### config.mk
export PLATFORM = sky130hd
export DESIGN_NAME = div_hilo_sched_flat
export DESIGN_NICKNAME = d
export VERILOG_FILES = /design/src/rtl/div_hilo_sched_if.sv /design/src/rtl/div_hilo_sched.sv /design/src/flat_wrapper.sv
export SDC_FILE = /design/constraint.sdc
export NUM_CORES = 1
export LEC_CHECK = 0
export ABC_CLOCK_PERIOD_IN_PS = 6100
export BUFFER_PORTS_ARGS = -buffer_cell sky130_fd_sc_hd__buf_4
export CAP_MARGIN = 25
export CELL_PAD_IN_SITES_DETAIL_PLACEMENT = 1
export CELL_PAD_IN_SITES_GLOBAL_PLACEMENT = 2
export CORE_MARGIN = 5
export CORE_UTILIZATION = 37
export CTS_CLUSTER_SIZE = 12
export DETAILED_ROUTE_END_ITERATION = 10
export PLACE_DENSITY = 0.84
export SETUP_SLACK_MARGIN = 0.05
export SYNTH_ARGS = -nofsm -noshare
export SYNTH_HDL_FRONTEND = slang
export SYNTH_SLANG_ARGS = --single-unit
### constraint.sdc
create_clock -name clk -period 6.1 [get_ports clk]
set_input_delay 0 -clock clk [delete_from_list [all_inputs] [get_ports clk]]
set_output_delay 0 -clock clk [all_outputs]
set_load 0.03 [all_outputs]
### src/rtl/div_hilo_sched_if.sv
// Request/response bundle between EX and the iterative divide sequencer.
// The master side is the pipeline (EX), the slave side is div_hilo_sched.
interface div_hilo_sched_if;
    logic        start;
    logic        signed_op;
    logic [31:0] opa;
    logic [31:0] opb;
    logic        flush;
    logic        stall;
    logic        busy;
    logic        done;
    logic [63:0] result;
    logic        dbz;

    modport master (
        output start, signed_op, opa, opb, flush,
        input  stall, busy, done, result, dbz
    );

    modport slave (
        input  start, signed_op, opa, opb, flush,
        output stall, busy, done, result, dbz
    );
endinterface

### src/rtl/div_hilo_sched.sv
// Iterative restoring DIV/DIVU sequencer feeding HI/LO with {remainder,quotient}.
// Optional macro DIV_EARLY_OUT_EN: finish in one cycle when |opa| < |opb|.
module div_hilo_sched #(
    parameter int ITERS_PER_CYCLE = 1
) (
    input  logic             clk,
    input  logic             rst,
    div_hilo_sched_if.slave  dif
);
    localparam int N = 32 / ITERS_PER_CYCLE;

    typedef enum logic [1:0] {S_IDLE, S_RUN, S_ZERO, S_DONE} state_e;

    state_e      state_q, state_d;
    logic [4:0]  count_q, count_d;
    logic [32:0] rem_q, rem_d;
    logic [31:0] quo_q, quo_d;
    logic [31:0] dvs_q, dvs_d;
    logic        qneg_q, qneg_d;
    logic        rneg_q, rneg_d;
    logic [63:0] result_q, result_d;
    logic        dbz_q, dbz_d;

    logic [31:0] opa_mag, opb_mag;
    logic        early_out;
    logic [32:0] rem_step;
    logic [31:0] quo_step;
    logic [31:0] quo_fix, rem_fix;

    assign opa_mag = (dif.signed_op && dif.opa[31]) ? (32'd0 - dif.opa) : dif.opa;
    assign opb_mag = (dif.signed_op && dif.opb[31]) ? (32'd0 - dif.opb) : dif.opb;

`ifdef DIV_EARLY_OUT_EN
    assign early_out = (opa_mag < opb_mag);
`else
    assign early_out = 1'b0;
`endif

    // Shift-subtract steps for one clock; the quotient register doubles as the dividend shifter.
    always_comb begin
        // NOTE: blocking assignments here chain the steps combinationally within one cycle.
        rem_step = rem_q;
        quo_step = quo_q;
        for (int i = 0; i < ITERS_PER_CYCLE; i++) begin
            rem_step = {rem_step[31:0], quo_step[31]};
            quo_step = {quo_step[30:0], 1'b0};
            if (rem_step >= {1'b0, dvs_q}) begin
                rem_step    = rem_step - {1'b0, dvs_q};
                quo_step[0] = 1'b1;
            end
        end
    end

    assign quo_fix = qneg_q ? (32'd0 - quo_step)       : quo_step;
    assign rem_fix = rneg_q ? (32'd0 - rem_step[31:0]) : rem_step[31:0];

    always_comb begin
        // NOTE: every target gets a default first so no path can infer a latch.
        state_d  = state_q;
        count_d  = count_q;
        rem_d    = rem_q;
        quo_d    = quo_q;
        dvs_d    = dvs_q;
        qneg_d   = qneg_q;
        rneg_d   = rneg_q;
        result_d = result_q;
        dbz_d    = dbz_q;

        if (dif.flush) begin
            state_d = S_IDLE;
        end else begin
            unique case (state_q)
                S_IDLE: begin
                    if (dif.start) begin
                        if (dif.opb == 32'd0) begin
                            state_d = S_ZERO;
                            quo_d   = dif.opa;
                        end else if (early_out) begin
                            state_d  = S_DONE;
                            result_d = {dif.opa, 32'd0};
                            dbz_d    = 1'b0;
                        end else begin
                            state_d = S_RUN;
                            count_d = 5'd0;
                            rem_d   = 33'd0;
                            quo_d   = opa_mag;
                            dvs_d   = opb_mag;
                            qneg_d  = dif.signed_op & (dif.opa[31] ^ dif.opb[31]);
                            rneg_d  = dif.signed_op & dif.opa[31];
                        end
                    end
                end
                S_RUN: begin
                    rem_d   = rem_step;
                    quo_d   = quo_step;
                    count_d = count_q + 5'd1;
                    if (count_q == 5'(N - 1)) begin
                        state_d  = S_DONE;
                        result_d = {rem_fix, quo_fix};
                        dbz_d    = 1'b0;
                    end
                end
                S_ZERO: begin
                    state_d  = S_DONE;
                    result_d = {quo_q, 32'hFFFF_FFFF};
                    dbz_d    = 1'b1;
                end
                S_DONE: begin
                    state_d = S_IDLE;
                end
                default: state_d = S_IDLE;
            endcase
        end
    end

    always_ff @(posedge clk) begin
        if (rst) begin
            state_q  <= S_IDLE;
            count_q  <= 5'd0;
            rem_q    <= 33'd0;
            quo_q    <= 32'd0;
            dvs_q    <= 32'd0;
            qneg_q   <= 1'b0;
            rneg_q   <= 1'b0;
            result_q <= 64'd0;
            dbz_q    <= 1'b0;
        end else begin
            state_q  <= state_d;
            count_q  <= count_d;
            rem_q    <= rem_d;
            quo_q    <= quo_d;
            dvs_q    <= dvs_d;
            qneg_q   <= qneg_d;
            rneg_q   <= rneg_d;
            result_q <= result_d;
            dbz_q    <= dbz_d;
        end
    end

    // The HI/LO strobe is suppressed if the instruction is annulled in its DONE cycle.
    assign dif.stall  = !dif.flush && ((state_q == S_IDLE && dif.start) ||
                                       state_q == S_RUN || state_q == S_ZERO);
    assign dif.busy   = (state_q != S_IDLE);
    assign dif.done   = (state_q == S_DONE) && !dif.flush;
    assign dif.dbz    = (state_q == S_DONE) && !dif.flush && dbz_q;
    assign dif.result = result_q;
endmodule

### src/flat_wrapper.sv
// flat-port wrapper written by rule: the top's interface ports become plain ports
module div_hilo_sched_flat 
#(
    parameter int ITERS_PER_CYCLE = 1
)
  (clk, rst, dif_start, dif_signed_op, dif_opa, dif_opb, dif_flush, dif_stall, dif_busy, dif_done, dif_result, dif_dbz);
  div_hilo_sched_if dif_i ();
  input  logic clk;
  input  logic rst;
  input wire logic [$bits(dif_i.start)-1:0] dif_start;
  input wire logic [$bits(dif_i.signed_op)-1:0] dif_signed_op;
  input wire logic [$bits(dif_i.opa)-1:0] dif_opa;
  input wire logic [$bits(dif_i.opb)-1:0] dif_opb;
  input wire logic [$bits(dif_i.flush)-1:0] dif_flush;
  output wire logic [$bits(dif_i.stall)-1:0] dif_stall;
  output wire logic [$bits(dif_i.busy)-1:0] dif_busy;
  output wire logic [$bits(dif_i.done)-1:0] dif_done;
  output wire logic [$bits(dif_i.result)-1:0] dif_result;
  output wire logic [$bits(dif_i.dbz)-1:0] dif_dbz;
  assign dif_i.start = dif_start;
  assign dif_i.signed_op = dif_signed_op;
  assign dif_i.opa = dif_opa;
  assign dif_i.opb = dif_opb;
  assign dif_i.flush = dif_flush;
  assign dif_stall = dif_i.stall;
  assign dif_busy = dif_i.busy;
  assign dif_done = dif_i.done;
  assign dif_result = dif_i.result;
  assign dif_dbz = dif_i.dbz;
  div_hilo_sched #(.ITERS_PER_CYCLE(ITERS_PER_CYCLE)) u_core (.clk(clk), .rst(rst), .dif(dif_i));
endmodule
* Yosys cells after proc, flatten, opt, wreduce, memory -nomap -nowiden
Cells that the tools add are included.
** Cells by class
- Order comparisons :: 1
- Bitwise logic cells :: 5
- Muxes and demuxes :: 23
- Reductions and logical operators :: 20
- Add/subtract/negate cells :: 6
- Eq/ne operators :: 7
** Operator list (number)
- 32-bit two-way mux :: 9
- 32-bit one-hot mux with 2 select lines :: 2
- 64-bit one-hot mux with 2 select lines :: 1
- 1-bit by 32-bit subtractor with 32-bit output (first input constant) :: 4
- 64-bit two-way mux :: 1
- 33-bit by 32-bit >= comparator with 1-bit output :: 1
- 32-bit zero test :: 1
- 32-bit subtractor :: 1
- 5-bit two-way mux :: 2
- 5-bit one-hot mux with 2 select lines :: 1
- 2-bit one-hot mux with 4 select lines :: 1
- 4-bit AND reduction :: 2
- 1-bit logical AND :: 6
- 2-bit two-way mux :: 3
- 3-bit AND reduction :: 2
- 2-bit nonzero test :: 3
- 5-bit by 1-bit adder with 5-bit output (second input constant) :: 1
- 5-bit equality test (second input constant) :: 1
- 2-bit equality test (second input constant) :: 2
- 2-bit inequality test (second input constant) :: 2
- 1-bit bitwise AND :: 2
- 2-bit by 1-bit equality test with 1-bit output (second input constant) :: 1
- 2-bit zero test :: 1
- 1-bit logical OR :: 2
- 8 further kinds :: 10
** Storage, ports and cells
- Output and inout bits :: 68
- Logic and storage cells :: 71
- Bits of input ports :: 69
- Register bits :: 170

* Longest topological paths before layout
- Depth after elaboration :: 6
- Gate-level depth with buffers :: 19
- Depth with buffers taken out :: 15

* Least setup slack after synthesis
OpenSTA, ideal clock, no wires.
- Path type :: reg-to-reg
- Start :: reg u_core.dvs_q[1]
- End :: reg u_core.result_q[40], in the netlist u_core.dif.result[40]
- Setup time :: 132 ps
- Buffers on the path :: 2
- Period minus slack after synthesis :: 3800 ps
- Required time :: 5968 ps
- Stages on the path, launching flop included :: 17
- Path slack :: 2300 ps
- Data arrival time :: 3668 ps
- Cells stage by stage :: dfxtp_1 > inv_1 > ha_1 > nor2b_1 > o2111ai_1 > a211oi_4 > nor3_2 > o21ai_4 > buf_4 > buf_6 > mux2i_1 > ha_1 > inv_1 > o31ai_1 > a21oi_1 > o311ai_0 > a21oi_1
** On the way
- Word-level cells in the longest chain between the ends :: 6
- Elaborated cells between the ends (all ways) :: 7
- Those cells by class :: add/sub (2); order compare (1); mux (4)
** Ends and longest elaborated chain
- start, declared :: RTL line div_hilo_sched.sv:18 : logic [31:0] dvs_q, dvs_d;
- start signal, assigned :: RTL line div_hilo_sched.sv:132 : dvs_q <= dvs_d;
- 32-bit subtractor or 33-bit by 32-bit >= comparator with 1-bit output (tied branches) :: RTL line div_hilo_sched.sv:48, div_hilo_sched.sv:47
- 32-bit two-way mux * :: RTL line div_hilo_sched.sv:47 : if (rem_step >= {1'b0, dvs_q}) begin
- 1-bit by 32-bit subtractor with 32-bit output :: RTL line div_hilo_sched.sv:55 : assign rem_fix = rneg_q ? (32'd0 - rem_step[31:0]) : rem_step[31:0];
- 32-bit two-way mux * :: RTL line div_hilo_sched.sv:55
- 64-bit two-way mux * :: RTL line div_hilo_sched.sv:97 : if (count_q == 5'(N - 1)) begin
- 64-bit one-hot mux with 2 select lines * :: RTL line div_hilo_sched.sv:72 : unique case (state_q)
- end signal, assigned :: RTL line div_hilo_sched.sv:135 : result_q <= result_d;
- end, declared :: RTL line div_hilo_sched.sv:21 : logic [63:0] result_q, result_d;
Every way passes the cells marked *; elsewhere a longest branch is shown, timed or not. The select of a mux whose other input is x is not followed.
A chain may end at the register's enable or synchronous reset.

* Worst setup path in the final report
- Start :: reg u_core.dvs_q[6]
- End :: reg u_core.result_q[40], in the netlist u_core.dif.result[40]
Same word-level chain as after synthesis.

==> insert_results.sql <==
INSERT INTO impl_metrics (metric_group, metric, value, unit) VALUES
('worst_setup_path', 'timing.reg2reg.setup_slack', '1.28', 'ns'),
('timing', 'sum_neg_setup_slack', '0', 'ns'),
('finish', 'multi_input_comb_area', '8353', 'um2'),
('timing', 'period_share', '79.03', '%'),
('worst_setup_path', 'critical_path.top_delay_family', 'compound AO/OA/AOI/OAI gates', ''),
('finish', 'area.growth.synth_to_final', '18.62', '%'),
('die', 'design.die.area', '37590', 'um2'),
('worst_setup_path', 'crit_slowest_cell', 'a21oi_1', ''),
('route', 'drt_pre_antenna_iters', '4', ''),
('timing', 'grt_setup_unrepaired', 'false', ''),
('timing', 'worst_slack', '1.279', 'ns'),
('worst_setup_path', 'critical_path.most_common_cell', 'a21oi_1', ''),
('clock_network', 'cts.reportedPaths.clkPinSlew', '0.07', 'ns'),
('timing', 'report.final.hold_viol_count', '0', ''),
('route', 'routed_len_inst', '21.21', 'um'),
('yosys', 'synthDominantAreaCellType', 'dfxtp_1', ''),
('route', 'route.final.wire_length', '48010', 'um'),
('global_routing', 'grt_overflow', '0', ''),
('status', 'outcome', 'complete, no violations', ''),
('timing', 'fmax', '207.4', 'MHz'),
('die', 'initial_utilization', '37.41', '%'),
('power_and_ir_drop', 'switching_power', '1.171', 'mW'),
('die', 'die_width', '193.9', 'um'),
('global_routing', 'number_of_antenna_violations_at_the_first_check_in_global_routing', '1', ''),
('worst_setup_path', 'max_stage_delay', '0.65', 'ns'),
('timing', 'max_slew_margin', '30.98', '%'),
('min_path', 'hold_path.class', 'in2reg', ''),
('timing', 'worst-slew-pin-transition', '1.033', 'ns'),
('yosys', 'unique_cell_type_count_in_the_yosys_netlist', '94', ''),
('route', 'drt_iter0_drc', '712', ''),
('yosys', 'synth_flop_cell', 'dfxtp_1', ''),
('worst_setup_path', 'worst-endpoint-arrival', '5.12', 'ns'),
('worst_setup_path', 'crit-reg2reg-capture', 'u_core.dif.result[40]', ''),
('worst_setup_path', 'setup.worst_path.start_class', 'flop', ''),
('global_routing', 'global_route_wire_length_before_repair', '75820', 'um'),
('timing', 'timing.final.max_slew_violations', '0', ''),
('global_routing', 'grt_start_max_net_pins', '78', ''),
('clock_network', 'tritoncts_buffers', '17', ''),
('die', 'core_area', '33450', 'um2'),
('place', 'place_inst', '2186', ''),
('power_and_ir_drop', 'comb_power_share', '27.7', '%'),
('finish', 'finished_core_util', '44.37', '%'),
('die', 'pin_count', '137', ''),
('finish', 'finalNetCount', '1915', ''),
('power_and_ir_drop', 'max-vdd-ir-drop', '0.0002182', 'V'),
('power_and_ir_drop', 'pwr-share-seq', '36.9', '%'),
('clock_network', 'clock_tree.htree_level_count', '4', ''),
('clock_network', 'cts_max_path_buffers', '2', ''),
('timing', 'number_of_failing_setup_endpoints_in_the_final_timing_report', '0', ''),
('finish', 'layout.cells.most_common', 'nand2_1', ''),
('finish', 'register_area', '3403', 'um2'),
('timing', 'post-route-min-period', '4.821', 'ns'),
('clock_network', 'tritoncts', 'done', ''),
('clock_network', 'clk-insertion-delay-late', '0.46', 'ns'),
('yosys', 'synth_edf_count', '0', ''),
('global_routing', 'via_count_of_the_first_global_routing_pass', '13171', ''),
('worst_setup_path', 'cp-endpoint', 'u_core.dif.result[40]', ''),
('global_routing', 'global_route.usage.total', '24.90', '%'),
('yosys', 'synth_seq_cells', '170', ''),
('power_and_ir_drop', 'power-per-cell-area', '220.2', 'nW/um2'),
('worst_setup_path', 'timing.critical_path.from', 'u_core.dvs_q[6]', ''),
('place', 'post-dp-hpwl', '36120', 'um'),
('yosys', 'yosysWarnings', '0', ''),
('clock_network', 'numClockSinks', '170', ''),
('clock_network', 'post_cts_buffers', '0', ''),
('worst_setup_path', 'number_of_buffers_and_inverters_on_the_critical_path', '3', ''),
('power_and_ir_drop', 'p_sw_share', '35.83', '%'),
('yosys', 'yosysSeqAreaShare', '27.20', '%'),
('yosys', 'syn_nets', '1820', ''),
('finish', 'drive_above_1_share', '12.94', '%'),
('worst_setup_path', 'maximum_fanout_along_the_worst_path', '19', '');
metal layers:
metal  wire length (um)  GRT usage [%]  share of wire, %
met5                  0              0                 0
met4                979          6.094               2.0
met3               2196          4.170               4.6
met2              21980          40.74                46
met1              22860          34.41                48
cells by family after synthesis:
logic type      after synthesis  synth area share (%)
mux                          34                 2.810
buf+inv                     185                 6.270
fa+ha+maj                    43                 4.360
xor+xnor                    131                 9.170
simple gates                603                 22.56
flops                       170                 27.20
compound gates              542                 27.63
registers in the layout, summed over array words and instances, names as in the netlist:
register	count
u_core.dif.result	64
u_core.rneg_q	1
u_core.count_q	5
u_core.state_q	2
u_core.rem_q	32
u_core.dbz_q	1
u_core.dvs_q	32
u_core.qneg_q	1
u_core.quo_q	32
power groups by stage:
stage / Clock (mW) / Combinational, mW / Sequential, mW
floorplan: 0 / 0.573 / 1.23
global placement: 0 / 0.844 / 1.23
detailed placement: 0 / 0.864 / 1.23
CTS: 1.17 / 0.892 / 1.21
global route: 1.23 / 0.988 / 1.21
finish: 1.16 / 0.905 / 1.21
Yosys cell counts (4+ instances only):
cell type / count
o21a_1: 7
or4_1: 12
mux2_2: 5
mux2i_1: 28
nand2b_1: 10
inv_1: 59
and3_1: 10
o211ai_1: 20
nand3_1: 45
or3_1: 18
a21o_1: 14
a211oi_1: 45
nor2_1: 126
nand2_1: 265
nor3_1: 31
buf_1: 7
dfxtp_1: 170
a22oi_1: 8
o211a_1: 5
a21oi_2: 4
buf_4: 8
xnor2_1: 56
xor2_1: 75
ha_1: 42
a31oi_1: 16
clkbuf_1: 78
and4_1: 7
and2_1: 14
nor2b_1: 5
o21ai_1: 4
o31ai_1: 26
a21oi_1: 175
a311oi_1: 5
a21boi_0: 6
o21ai_0: 138
nand4_1: 16
a221oi_1: 5
buf_2: 26
o41ai_1: 15
nand3b_1: 5
nor4_1: 13
what timing repair did:
action	CTS	global route
resized for setup	0	0
hold endpoints to repair	40	0
hold buffers	44	0
endpoints found under the setup margin	0	0
worst min-delay path, cell delays in order:
cell     delay, ns
buf_4         0.09
xnor2_1       0.13
o21ai_0       0.08
nand2_1       0.06
a21oi_1       0.05
stage by stage:
step / hold slack, ns / area (um2) / power (mW)
after floorplan: 0.1360 / 12510 / 1.802
after CTS: 0.003063 / 14790 / 3.270
after global routing: 0.02785 / 14840 / 3.427
final: 0.01072 / 14840 / 3.268
after detailed placement: 0.2930 / 13740 / 2.096
after global placement: 0.2969 / 13690 / 2.075
worst min path at each step:
stage	startpoint	end	slack (ns)	cells past startpoint
finish	dif_opa[4]	u_core.quo_q[4]	0.01	5
global route	dif_opa[4]	u_core.quo_q[4]	0.03	5
CTS	dif_opa[4]	u_core.quo_q[4]	0.003	5
detailed placement	dif_opb[0]	u_core.dvs_q[0]	0.29	3
global placement	dif_flush	u_core.state_q[0]	0.30	2
floorplan	dif_opb[0]	u_core.dvs_q[0]	0.14	2
layout make-up:
class	instances	area share [%]
timing repair buffer	200	11.35
sequential	170	22.93
inverter	61	1.560
clock buffer	17	2.866
tap	448	3.777
clock inverter	15	1.239
multi-input combinational	1353	56.28
Power figures use the tool's default switching activity.
